## src/rtl/div_sequencer.sv

```systemverilog
// div_sequencer: multicycle restoring unsigned divider for the divide instruction.
// Produces one quotient bit per clock and stalls the front of the pipeline while in flight.
module div_sequencer #(
  parameter int WIDTH = 32
) (
  input  logic             clk,
  input  logic             reset,
  input  logic             Start,
  input  logic [WIDTH-1:0] Dividend,
  input  logic [WIDTH-1:0] Divisor,
  output logic [WIDTH-1:0] Quotient,
  output logic [WIDTH-1:0] Remainder,
  output logic             Busy,
  output logic             Done,
  output logic             DivByZero,
  output logic             Stall
);

  localparam int CW = $clog2(WIDTH) + 1;
  localparam logic [CW-1:0] LastStep = CW'(WIDTH - 1);

  typedef enum logic [1:0] {IDLE, RUN, DONE} divState;

  divState          state;
  divState          nextState;
  logic [WIDTH-1:0] remReg;
  logic [WIDTH-1:0] quoReg;
  logic [WIDTH-1:0] divReg;
  logic [CW-1:0]    stepCount;
  logic [WIDTH:0]   trial;
  logic [WIDTH-1:0] remNext;
  logic [WIDTH-1:0] quoNext;
  logic             lastStep;

  assign lastStep = (stepCount == LastStep);

  always_ff @(posedge clk) begin
    if (reset) state <= IDLE;
    else       state <= nextState;
  end

  // A zero divisor skips RUN entirely so the exception result retires a cycle later.
  always_comb begin
    nextState = state;
    Busy      = 1'b0;
    Done      = 1'b0;
    Stall     = 1'b0;
    case (state)
      IDLE: begin
        Stall = Start;
        if (Start) nextState = (Divisor == '0) ? DONE : RUN;
      end
      RUN: begin
        Busy  = 1'b1;
        Stall = 1'b1;
        if (lastStep) nextState = DONE;
      end
      DONE: begin
        Done      = 1'b1;
        nextState = IDLE;
      end
      default: nextState = IDLE;
    endcase
  end

  // One restoring step: shift the next dividend bit into the partial remainder and try a subtract.
  always_comb begin
    trial   = {remReg, quoReg[WIDTH-1]};
    remNext = trial[WIDTH-1:0];
    quoNext = {quoReg[WIDTH-2:0], 1'b0};
    if (trial >= {1'b0, divReg}) begin
      remNext    = WIDTH'(trial - {1'b0, divReg});
      quoNext[0] = 1'b1;
    end
  end

  always_ff @(posedge clk) begin
    if (reset) begin
      remReg    <= '0;
      quoReg    <= '0;
      divReg    <= '0;
      stepCount <= '0;
      Quotient  <= '0;
      Remainder <= '0;
      DivByZero <= 1'b0;
    end else begin
      case (state)
        IDLE: begin
          if (Start) begin
            divReg    <= Divisor;
            remReg    <= '0;
            quoReg    <= Dividend;
            stepCount <= '0;
            DivByZero <= (Divisor == '0);
            Quotient  <= (Divisor == '0) ? '1 : '0;
            Remainder <= (Divisor == '0) ? Dividend : '0;
          end
        end
        RUN: begin
          remReg    <= remNext;
          quoReg    <= quoNext;
          stepCount <= stepCount + CW'(1);
          if (lastStep) begin
            Quotient  <= quoNext;
            Remainder <= remNext;
          end
        end
        default: begin
        end
      endcase
    end
  end

endmodule

```

## config.mk

```make
export PLATFORM = sky130hd
export DESIGN_NAME = div_sequencer
export DESIGN_NICKNAME = d
export VERILOG_FILES = /design/src/rtl/div_sequencer.sv
export SDC_FILE = /design/constraint.sdc
export NUM_CORES = 1
export LEC_CHECK = 0
export CAP_MARGIN = 5
export CORE_MARGIN = 2
export CORE_UTILIZATION = 60
export DETAILED_ROUTE_END_ITERATION = 6
export HOLD_SLACK_MARGIN = 0.02
export PLACE_DENSITY = 0.85
export SYNTH_ARGS = -nofsm -noshare
export SYNTH_HDL_FRONTEND = slang
export SYNTH_SLANG_ARGS = --single-unit
```

## constraint.sdc

```tcl
create_clock -name clk -period 7.79 [get_ports clk]
set_input_delay 1.9475 -clock clk [delete_from_list [all_inputs] [get_ports clk]]
set_output_delay 1.9475 -clock clk [all_outputs]
set_load 0.01 [all_outputs]
```

Yosys cells after proc, flatten, opt, wreduce, memory -nomap -nowiden
Index checks and enable logic that the tools add are counted.
{"block": "totals", "reg_bits": 169, "word_cells": 46, "output_inout_bits": 68, "in_bits": 67, "romBits": 0, "latch_bits": 0, "mem_count": 0, "ramBits": 0}
{"block": "classes", "shifts": 0, "order_cmp": 1, "bitwise_logic": 0, "reduce_logical": 7, "n_eq_ne": 5, "muxes": 23, "n_mul": 0, "div": 0, "addsub": 2}
{"cell": "32-bit two-way mux", "n": 9}
{"cell": "32-bit case mux with 2 select lines", "n": 4}
{"cell": "33-bit by 32-bit greater-or-equal comparator with 1-bit output", "n": 1}
{"cell": "32-bit logical NOT", "n": 1}
{"cell": "32-bit subtractor", "n": 1}
{"cell": "6-bit case mux with 2 select lines", "n": 1}
{"cell": "6-bit by 1-bit adder with 6-bit output, second input constant", "n": 1}
{"cell": "6-bit by 5-bit equality test with 1-bit output, second input constant", "n": 1}
{"cell": "2-bit two-way mux", "n": 3}
{"cell": "6-bit two-way mux", "n": 1}
{"cell": "2-bit AND reduction", "n": 3}
{"cell": "2-bit != test, second input constant", "n": 2}
{"cell": "2-bit case mux with 2 select lines", "n": 1}
{"cell": "1-bit two-way mux", "n": 3}
{"cell": "3-bit AND reduction", "n": 1}
{"cell": "2-bit by 1-bit equality test with 1-bit output, second input constant", "n": 1}
{"cell": "2-bit equality test, second input constant", "n": 1}
{"cell": "2-bit logical NOT", "n": 1}
{"cell": "1-bit case mux with 2 select lines", "n": 1}
{"cell": "2-bit nonzero test", "n": 1}

Depth between registers and ports, before layout
Gate-level depths: netlist of run 1.
{"block": "depth", "ltp_word": 4, "depth_mapped": 14, "mapped_depth_nobuf": 12}

Least setup slack after synthesis of run 1
Ideal clock, no wire load.
{"block": "synth_path", "kind": "input to output", "start": "input Start", "end": "output Stall", "setup_slack_ns": 3.304, "t_required_ns": 5.843, "n_path_buf": 1, "path_stages": 4, "t_arrival_ns": 2.538, "cell_sequence": "clkbuf_1 nor2_1 or2_0 inv_1"}
{"block": "synth_between", "elab_chain_len": 1}
{"item": "start: declaration", "line_no": "8", "rtl": "input logic Start,"}
{"item": "1-bit case mux with 2 select lines", "line_no": "48", "rtl": "case (state)"}
{"item": "end: declaration", "line_no": "16", "rtl": "output logic Stall"}
No other way between the ends.

Final worst setup path of run 1
Same ends and word-level chain as after synthesis.

==> run metrics, run 1 <==
Leak 4.41 nW; Setup violations, final 0; Hold Path Cell Cnt 2; TritonCTS clock tree done; Fill cells 1277; Syn. warnings 0; CP endpoint kind output pin; Post-Syn Area 9500 um2; status finished clean; WL per Instance 16.8 um; GRT overflow 0; antenna viol nets, final 0; largest fanout on the critical path 33; Vias/cell 6.01; H-tree depth 4; required time worst endpoint 5.84 ns; DP HPWL 18000 um; postcts setup bufs 0; Max Buffers Root-to-Sink 2; overall power 5.25 mW; Async SR Flop Fraction 0%; Post-synth EDFFs 0; Routability Congestion 0.942; Antenna diodes 0; FP Rows 46; Mapped Cells 1236; clk_lat worst skew 0.43 ns; vias in the first global route 8272; most area-consuming cells after synthesis dfxtp_1, a21oi_1, nand2_1; slew margin rel. 24.2%; synth cell count leaders a21oi_1, dfxtp_1, nand2_1, nor2_1, inv_1; Worst Reg2Reg Path Length in Cells 8; chip width 130 um; share of the clock period used by the worst path 75.9%; antenna violations before repair 0; Starting Density 60.7%; die height 130 um; Post-Syn Nets 1337; reg2reg end Remainder[28]; Final nets 1405; core footprint 15700 um2; clock root buffer clkbuf_16; area of the multi-input gates 5400 um2; RSZ-0062 raised after global routing false; FF-to-FF Start remReg[26]; Worst Setup Slack, final 1.88 ns; pin count of the biggest net entering global routing 104; share of layout cells above drive strength 1 6.91%; final design utilization 72.7%; Worst EP arrival 3.97 ns; Iter 0 DRT Violations 1149; Seq. cell area 3380 um2; Synth Register Bits 169; Slew Limit Fails 0; cts repair resizes 0; Hold Path Class register to register; share of the synthesized area in the top cell type 35.6%; DR DRC count 0; dpl ws 1.91 ns; clock skew 0.00817 ns; Max Cap Viol 0; syn avg cell area 7.69 um2; Setup TNS 0 ns; Total Routing Usage GR 30.7%; Port Buf Inserts 134; final hold viol count 0; area grow syn2layout 19.7%; Total Wirelength 25800 um; Hold Path End divReg[26]; Seq/Total Area, Yosys 35.6%; number of distinct library cells after synthesis 71; global-route wire length before repair 41500 um; Worst-path clk slew 0.06 ns; FF-to-FF setup slack 4.12 ns; clock sinks 169; most used standard cell by instance count after synthesis a21oi_1; drt first pass iters 6; Peak Freq 0.169 GHz; min Tclk post-route 5.91 ns; via count 9206; Synth area leader dfxtp_1; Synth Flop Type dfxtp_1; Setup crit start kind input port; I/O pins 135; Power Density 461 nW/um2; Crit Path Category input port to output pin; Hold-fix buffers, CTS 0; full die area 16900 um2; hold path start divReg[26]; maximum vdd drop 0.388 mV; TritonCTS Buffers 17; Worst Tran Pin Value 1.14 ns
[per-stage QoR]
| step | cell area, um2 | hold slack, ns | cells |
|---|---|---|---|
| floorplan | 9500 | 0.436 | 1236 |
| finish | 11400 | 0.452 | 1533 |
| CTS | 11400 | 0.456 | 1533 |
| global placement | 10800 | 0.441 | 1501 |
| global route | 11400 | 0.473 | 1533 |
| detailed placement | 10800 | 0.447 | 1501 |
[sequential cells by signal, summed over array words and instances, names as in the netlist]
register and cells:
DivByZero 1, state 2, stepCount 6, remReg 32
Remainder 32, quoReg 32, Quotient 32, divReg 32
[area by class of cell]
class,instances,area share (%)
repair buffers,146,12.6
well taps,216,2.38
inverters,81,2.67
flip-flops and latches,169,29.7
clock buffers,18,3.77
multi-input cells,889,47.4
clock inverters,14,1.45
[per-layer routing]
metal	part of all wire [%]	vias to the layer above	track usage (%)
met5	0	-	0
met4	1.8	0	9.49
met3	7.7	52	5.70
met2	45	427	48.2
met1	45	4187	43.0
li1	-	4540	-
[cell families after synthesis]
| group | synth area share (%) |
|---|---|
| fa+ha+maj | 4.56 |
| flops | 35.6 |
| xor+xnor | 2.21 |
| buf+inv | 7.83 |
| compound gates | 30.7 |
| simple gates | 15.8 |
| mux | 3.28 |
[where the power goes]
group | total [mW] | switching [mW] | internal (mW)
sequential | 1.15 | 0.139 | 1.01
combinational | 3.24 | 1.91 | 1.33
clock | 0.856 | 0.376 | 0.481
[worst max-delay path: stages]
cell and delay, ns:
clkdlybuf4s50_1 0.46, buf_4 0.35, nor2_1 0.06, or2_0 0.20
buf_4 0.21, inv_1 0.16, clkdlybuf4s50_1 0.56
[cell usage in the layout (no fill, tap or decap), types with 17 or more instances in the layout]
master             n
a211oi_1          46
a21oi_1          213
clkbuf_16         17
clkdlybuf4s50_1  133
dfxtp_1          169
ha_1              33
inv_1             80
nand2_1          152
nand3_1           22
nor2_1            93
o21ai_0           67
o22ai_1           32
[how the worst max path moves through the flow]
stage,endpoint,start,cells past startpoint,slack [ns]
after floorplan,Stall,Start,4,3.30
after global placement,Stall,Start,7,1.90
after detailed placement,Stall,Start,7,1.91
after CTS,Stall,Start,7,1.88
after global routing,Stall,Start,7,1.76
final,Stall,Start,7,1.88
Power figures use the tool's default switching activity.
==> inputs of run 2 (changes only) <==
--- a/config.mk
+++ b/config.mk
@@ -7,10 +7,10 @@
 export LEC_CHECK = 0
 export CAP_MARGIN = 5
 export CORE_MARGIN = 2
-export CORE_UTILIZATION = 60
+export CORE_UTILIZATION = 50
 export DETAILED_ROUTE_END_ITERATION = 6
 export HOLD_SLACK_MARGIN = 0.02
-export PLACE_DENSITY = 0.85
+export PLACE_DENSITY = 0.75
 export SYNTH_ARGS = -nofsm -noshare
 export SYNTH_HDL_FRONTEND = slang
 export SYNTH_SLANG_ARGS = --single-unit
==> constraint.sdc (replaced) <==
create_clock -name clk -period 5.4 [get_ports clk]
set_input_delay 1.35 -clock clk [delete_from_list [all_inputs] [get_ports clk]]
set_output_delay 1.35 -clock clk [all_outputs]
set_load 0.01 [all_outputs]
==> run metrics, run 2 (same netlist as run 1, synthesis figures left out) <==
status finished clean; Iter 0 DRT Violations 836 (-27%); maximum vdd drop 0.564 mV (+45%); clk_lat worst skew 0.43 ns (about the same); Slew Limit Fails 0 (unchanged); Crit Path Category input port to output pin; met2 WL 11800 um (+0.86%); area grow syn2layout 20.0%; RSZ-0062 raised after global routing false; drt first pass iters 6 (unchanged); TritonCTS Buffers 17 (unchanged); I/O pins 135 (unchanged); antenna viol nets, final 0 (unchanged); Hold Path Class register to register; Antenna diodes 0 (unchanged); Vias/cell 5.91 (-1.6%); Worst-path clk slew 0.07 ns (about the same); chip width 142 um (+9.2%); GRT overflow 0 (unchanged); most frequent cells in the layout a21oi_1, dfxtp_1, nand2_1, clkdlybuf4s50_1, nor2_1; Starting Density 50.8% (-9.9 points); overall power 7.61 mW (+45%); share of the clock period used by the worst path 82.0%; Setup violations, final 0 (unchanged); Worst EP arrival 3.08 ns (-0.89 ns); Max Cap Viol 0 (unchanged); slew margin rel. 30.7% (+6.6 points); Port Buf Inserts 134 (unchanged); postcts setup bufs 0 (unchanged); final hold viol count 0 (unchanged); full die area 20100 um2 (+19%); largest fanout on the critical path 22 (-33%); clock skew 0.0123 ns (+0.00412 ns); Total Routing Usage GR 26.3% (-4.4 points); dpl ws 0.990 ns (-0.923 ns); share of layout cells above drive strength 1 7.05% (+0.14 points); Max Buffers Root-to-Sink 2 (unchanged); FP Rows 50 (+8.7%); clock root buffer clkbuf_16; TritonCTS clock tree done; global-route wire length before repair 42800 um (+3.2%); clock sinks 169 (unchanged); Setup crit start kind input port; met3 wire len 1820 um (-8.0%); cts repair resizes 0 (unchanged); antenna violations before repair 0 (unchanged); die height 142 um (+9.2%); Hold-fix buffers, CTS 0 (unchanged); commonest non-fill, non-tap cell in the layout a21oi_1; uppermost layer routed met4; via count 9187 (-0.21%); Leak 4.41 nW (about the same); Fill cells 1736 (+36%); Power Density 667 nW/um2 (+45%); CP endpoint kind output pin; Setup TNS 0 ns (unchanged); pin count of the biggest net entering global routing 77 (-26%); DR DRC count 0 (unchanged); Metal-1 WL 12400 um (+6.5%); Worst Tran Pin Value 1.04 ns (-0.0999 ns); Routability Congestion 0.908 (-3.6%); required time worst endpoint 4.05 ns (-1.79 ns); min Tclk post-route 4.43 ns; final design utilization 61.0% (-12 points); WL per Instance 17.0 um (+1.3%); DP HPWL 18900 um (+5.0%); core footprint 18700 um2 (+19%); Total Wirelength 26500 um (+2.7%); Final nets 1408 (+0.21%); Worst Setup Slack, final 0.970 ns (-0.906 ns); Peak Freq 0.226 GHz; vias in the first global route 8204 (-0.82%); H-tree depth 4 (unchanged)
## run 2: changes by cell type in the layout (fill, tap and decap cells not counted), moves of 2 or more
cell	delta
inv_8	+2
buf_4	+3
clkinvlp_4	+2
clkinv_2	-2
## run 2: stage by stage
step                      instance area [um2]  instances  hold slack [ns]
after floorplan                          9500       1236            0.436
after global placement                  10800       1522            0.442
after detailed placement                10800       1522            0.447
after CTS                               11400       1554            0.457
after global routing                    11400       1554            0.474
final                                   11400       1554            0.454
## run 2: per-layer routing
metal  up-vias  GRT usage, %
met4         0          6.05
met1      4210          38.1
li1       4549             -
met2       393          41.2
met3        35          4.05
met5         -             0
## run 2: final cells by class
type,count,area [um2],share of cell area (%)
clock buffer,20,447,3.92
clock inverter,12,129,1.13
inverter,81,304,2.67
multi-input combinational,889,5400,47.3
sequential,169,3380,29.7
tap,234,293,2.57
timing repair buffer,149,1450,12.7
## run 2: worst max-delay path, stage by stage
cell and delay (ns):
clkdlybuf4s50_1 0.53, nor2_1 0.05, or2_0 0.20, buf_4 0.21
inv_1 0.17, clkdlybuf4s50_1 0.56
## run 2: final timing paths
kind                       end  slack [ns]  depth (start not counted)       start
hold reg to reg      divReg[7]        0.45                          2   divReg[7]
setup / recovery         Stall        0.97                          6       Start
setup reg to reg  Remainder[6]        1.81                          9  remReg[26]
hold / removal       divReg[7]        0.45                          2   divReg[7]
## run 2: where the power goes
group | switching (mW) | internal [mW] | leakage [nW]
Clock | 0.551 | 0.662 | 0.270
Combinational | 2.80 | 1.93 | 2.75
Sequential | 0.200 | 1.46 | 1.39
Total | 3.56 | 4.05 | 4.41
